**src/rtl/shift_left_serial.sv**
```systemverilog
// Multi-cycle SLL/ROL unit: accepts one request, shifts left one bit per clock, holds result until consumed.
// Optional macro SHIFT_LEFT_FAST2_EN: shift two bits per clock while at least two remain.
module shift_left_serial #(
  parameter int WIDTH = 16,
  parameter int CNT_W = $clog2(WIDTH)
) (
  input  logic             clk,
  input  logic             rst_n,
  input  logic             in_valid,
  output logic             in_ready,
  input  logic [WIDTH-1:0] In,
  input  logic [CNT_W-1:0] Cnt,
  input  logic             Op,
  output logic             out_valid,
  input  logic             out_ready,
  output logic [WIDTH-1:0] Out,
  output logic             busy
);

  typedef enum logic [1:0] {IDLE, SHIFT, DONE} state_t;

  state_t           state;
  logic [WIDTH-1:0] data, nxt_data;
  logic [CNT_W-1:0] rem, nxt_rem;
  logic             op;

  // Next shift step; only meaningful in SHIFT where rem is non-zero.
  always_comb begin
    nxt_data = data;
    nxt_rem  = rem;
    if (rem != '0) begin
`ifdef SHIFT_LEFT_FAST2_EN
      if (rem >= CNT_W'(2)) begin
        nxt_data = op ? {data[WIDTH-3:0], data[WIDTH-1:WIDTH-2]} : {data[WIDTH-3:0], 2'b00};
        nxt_rem  = rem - CNT_W'(2);
      end else begin
        nxt_data = {data[WIDTH-2:0], op & data[WIDTH-1]};
        nxt_rem  = rem - CNT_W'(1);
      end
`else
      nxt_data = {data[WIDTH-2:0], op & data[WIDTH-1]};
      nxt_rem  = rem - CNT_W'(1);
`endif
    end
  end

  always_ff @(posedge clk or negedge rst_n) begin
    if (!rst_n) begin
      state <= IDLE;
      data  <= '0;
      rem   <= '0;
      op    <= 1'b0;
      Out   <= '0;
    end else begin
      case (state)
        IDLE: if (in_valid) begin
          data <= In;
          op   <= Op;
          if (Cnt == '0) begin
            Out   <= In;
            state <= DONE;
          end else begin
            rem   <= Cnt;
            state <= SHIFT;
          end
        end
        SHIFT: begin
          data <= nxt_data;
          rem  <= nxt_rem;
          if (nxt_rem == '0) begin
            Out   <= nxt_data;
            state <= DONE;
          end
        end
        DONE: if (out_ready) state <= IDLE;
        default: state <= IDLE;
      endcase
    end
  end

  assign in_ready  = (state == IDLE);
  assign out_valid = (state == DONE);
  assign busy      = (state != IDLE);

endmodule
```
**config.mk**
```make
export PLATFORM = sky130hd
export DESIGN_NAME = shift_left_serial
export DESIGN_NICKNAME = d
export VERILOG_FILES = /design/src/rtl/shift_left_serial.sv
export SDC_FILE = /design/constraint.sdc
export NUM_CORES = 1
export LEC_CHECK = 0
export ABC_AREA = 1
export BUFFER_PORTS_ARGS = -buffer_cell sky130_fd_sc_hd__clkbuf_2
export CAP_MARGIN = 20
export CELL_PAD_IN_SITES_DETAIL_PLACEMENT = 1
export CELL_PAD_IN_SITES_GLOBAL_PLACEMENT = 1
export CORE_MARGIN = 3
export CORE_UTILIZATION = 38
export DETAILED_ROUTE_END_ITERATION = 12
export PLACE_DENSITY = 0.8
export SYNTH_ARGS = -nofsm -noshare
export SYNTH_HDL_FRONTEND = slang
export SYNTH_SLANG_ARGS = --single-unit
```
**constraint.sdc**
```tcl
create_clock -name clk -period 2.31 [get_ports clk]
set_input_delay 0.3465 -clock clk [delete_from_list [all_inputs] [get_ports clk]]
set_output_delay 0.3465 -clock clk [all_outputs]
set_load 0.02 [all_outputs]
```
Word level (Yosys, flattened, before mapping)
Index checks and enable logic that the tools add are counted.
Word-level totals
  bits in registers: 39
  output and inout port bits: 19
  logic and storage cells: 41
Operators by class
  add/subtract/negate cells: 1
  equality and inequality tests: 7
  mux-type cells: 16
  bitwise logic cells: 1
  reductions and logical operators: 11
Operators by type and width (count)
  16-bit 2-to-1 mux: 5
  16-bit case mux with 2 select lines: 2
  4-bit 2-to-1 mux: 3
  4-bit zero test: 2
  2-bit 2-to-1 mux: 4
  4-bit case mux with 2 select lines: 1
  2-bit != test (second input constant): 3
  2-bit case mux with 3 select lines: 1
  3-bit AND reduction: 2
  2-bit by 1-bit != test with 1-bit output (second input constant): 2
  2-bit AND reduction: 2
  4-bit AND reduction: 1
  2-bit nonzero test: 2
  4-bit nonzero test: 1
  4-bit by 1-bit subtractor with 4-bit output (second input constant): 1
  2-bit by 1-bit equality test with 1-bit output (second input constant): 1
  2-bit equality test (second input constant): 1
  2-bit zero test: 1
  1-bit AND: 1

Logic depth before layout (Yosys ltp)
  word-level depth: 5
  mapped depth: 12
  mapped depth without buffers: 11

Worst setup path before layout
No wires, ideal clock.
  kind: flip-flop to flip-flop
  start: reg rem[0]
  end: reg Out[0]
  setup time: 0.117 ns
  arrival: 1.639 ns
  data required time: 2.193 ns
  slack: 0.554 ns
  cell stages (with the launch flop): 13
  buffers on the path: 1
  path through: dfrtp_1 inv_1 ha_1 inv_1 nand2_1 nand2_1 nand2_1 nand3_1 o21ai_4 nand2_4 buf_6 nand2_1 nand2_1
Between the ends
  word-level cells in the longest chain between the ends: 5
  elaborated cells on any way between the ends: 9
Ends and longest elaborated chain
  start, declared: line 24  | logic [CNT_W-1:0] rem, nxt_rem;
  start signal, assigned: line 63  | rem <= Cnt;
  start signal, assigned: line 69  | rem <= nxt_rem;
  4-bit by 1-bit subtractor with 4-bit output / 4-bit nonzero test (equally long branches): line 42, 31
  4-bit 2-to-1 mux: line 31  | if (rem != '0) begin
  4-bit zero test: line 70  | if (nxt_rem == '0) begin
  2-bit != test (no line)
  4-bit AND reduction (no line)
  end signal, assigned: line 60  | Out <= In;
  end signal, assigned: line 71  | Out <= nxt_data;
  end, declared: line 16  | output logic [WIDTH-1:0] Out,
Several ways; a longest one is shown, not always the timed one. The select of a mux whose other input is x is not followed.
A chain may end at the register's enable or synchronous reset.

Final worst setup path
  start: reg rem[0]
  end: reg Out[12]
The elaborated chain is that of the path after synthesis.

==> out/results.ini <==
[hold_path]
min_path_type=input pin to flop

[critical_path]
crit_end=Out[12]$_DFFE_PN0P_
rrSetupSlack_ps=370
r2r_start=rem[0]$_DFFE_PN0P_
cp-startpoint=rem[0]$_DFFE_PN0P_
r2r_cells=9
required_ps=2490
crit_type=flop to flop
worst_ep_arrival_time_ps=2120
worst-path-max-fanout=19
end_kind=flop
worstSetupStartpointType=flop
rr_endpoint=Out[12]$_DFFE_PN0P_

[finish]
stdcell_area_um2=2505
antennaDiodeCount=0
multi_input_area_um2=988.4
area_delta_synth_final_pct=20.97
most-common-layout-cells=115 x nand2_1, 43 x clkbuf_2, 39 x dfrtp_1, 34 x a21oi_1, 22 x nand3_1
regArea_um2=975.9
final_layout_size_suffix_gt1_share_pct=22.22
fillers=704
mostFrequentLayoutCell=nand2_1
fin_nets=349

[global_route]
grt_use_total_pct=20.14
overflow=0
grt_pass1_vias=2106
antenna_found_initial=0
grt_first_pass_wirelength_um=10110
grt_max_degree=25

[logic_synthesis]
ys_seq_area_share_pct=47.13
synth.distinct_cells=23
syn-num-nets=300
yosys_warnings=0
syn_inst=274
yosysTopAreaCell=dfrtp_1
yosysTopAreaCellShare_pct=47.13
yosys-top-cells-area=dfrtp_1 47%, nand2_1 21%, a21oi_1 8.2%
synth_seq_cells=39
syn_avg_cell_area_um2=7.557
netlist_area_um2=2071

[placement]
dp_hpwl_um=4288
port_buffers=43
dpl_cell_area_um2=2377
gp_congestion=0.8800

[floorplan]
ioPinCount=44
row_count=26
dieArea_um2=6371
die_h_um=79.82
initial_core_util_pct=39.78
coreArea_um2=5205
die_w_um=79.82

[detailed_routing]
via_count=2023
drtIter0Drc=94
firstDrtPassIters=4
via_per_inst=5.135
postRouteAntennaNets=0
drt-total-wl_um=5956
wire_per_inst_um=15.12
drc_errors=0

[sta]
min_period_over_period_pct=83.83
rsz0062_at_grt=false
fin_tns_setup_ps=0
finalSetupViolCount=0
drv_slew=0
tightestPinTransition_ps=346.4
fin_skew_ps=4.975
relSlewSlack_pct=76.86
final-hold-violation-count=0
fmax_mhz=516.4
final.min_clock_period_ps=1936

[clock_network]
cts.path.max_buffers=2
cts.clk_slew.worst_paths_ps=80
post-cts-setup-buffer-count=0
cts_buffers=5
worstSkewPairLatency_ps=290
cts_root_buf=clkbuf_8
cts_sinks=39
cts-resized-gates=0
postCtsHoldBufs=1
cts_tree=done
cts.htree.levels=2

[power_and_ir_drop]
power_leakage_nw=1.324
powerDensity_nw_per_um2=1722
power.total_w=0.004314
ir_drop_mv=0.6725

[run]
max_cap_violations=0

[outcome]
status=finished clean

[cell families after synthesis]
| family | share of synthesized area (%) |
|---|---|
| AO/OA/AOI/OAI | 12.63 |
| buffers and inverters | 5.135 |
| flip-flops | 47.13 |
| multiplexers | 0.5438 |
| AND/OR/NAND/NOR | 33.96 |
| adder cells (fa/ha/maj) | 0.6041 |
[stage by stage]
step           setup WS (ps)  instances  hold slack [ps]  utilization, %
4_1_cts                355.8        394            290.6           48.13
3_5_place_dp           404.1        385            267.3           45.67
5_1_grt                218.4        394            303.9           48.13
6_report               373.6        394            291.6           48.13
3_3_place_gp           507.2        385            270.3           45.67
2_1_floorplan          554.2        274            50.91               -
[cell usage after synthesis]
cell      instances
a21oi_1          34
a21oi_4           1
a31oi_1           1
buf_1             2
buf_4             3
buf_6             1
clkbuf_1          4
dfrtp_1          39
ha_1              1
inv_1             9
inv_2             1
inv_4             2
mux2_2            1
nand2_1         115
nand2_4           4
nand3_1          22
nor2_1           21
nor2_2            1
nor2_4            1
nor2_8            1
o211ai_1          3
o21ai_0           6
o21ai_4           1
[per-layer routing]
| metal | vias to the layer above | part of all wire (%) | global-route usage (%) |
|---|---|---|---|
| li1 | 980 | - | - |
| met1 | 991 | 44 | 26.15 |
| met2 | 43 | 50 | 34.72 |
| met3 | 9 | 4.3 | 3.273 |
| met4 | 0 | 1.1 | 5.236 |
| met5 | - | 0 | 0 |
[worst min-delay path by stage]
stage,startpoint,to,slack [ps],depth (start not counted)
floorplan,rst_n,Out[0]$_DFFE_PN0P_,50,0
global placement,rst_n,Out[5]$_DFFE_PN0P_,270,1
detailed placement,rst_n,data[4]$_DFFE_PN0P_,270,1
global route,Op,op$_DFFE_PN0P_,300,2
finish,Op,op$_DFFE_PN0P_,290,2
CTS,Op,op$_DFFE_PN0P_,290,2
[critical path, cell delays in order, from the launching register on]
cell and delay, ps:
dfrtp_1 400, inv_1 120, ha_1 320, nand2_4 190
nand2_1 130, nand3_1 120, o21ai_4 190, nand2_4 160
nand2_1 130, nand2_1 60
[power breakdown]
part / switching [W] / internal, W
sequential: 0.000265 / 0.00104
combinational: 0.00164 / 0.000768
clock: 0.000251 / 0.000350
[final cells by class]
type | count | area share [%]
Tap cell | 70 | 3.497
Clock buffer | 6 | 3.297
Timing Repair Buffer | 52 | 11.39
Inverter | 12 | 1.998
Sequential cell | 39 | 38.96
Clock inverter | 2 | 1.399
Multi-Input combinational cell | 213 | 39.46
[registers in the layout, indices dropped and copies added (netlist names)]
signal  count
op          1
Out        16
data       16
state       2
rem         4
Power figures use the tool's default switching activity.
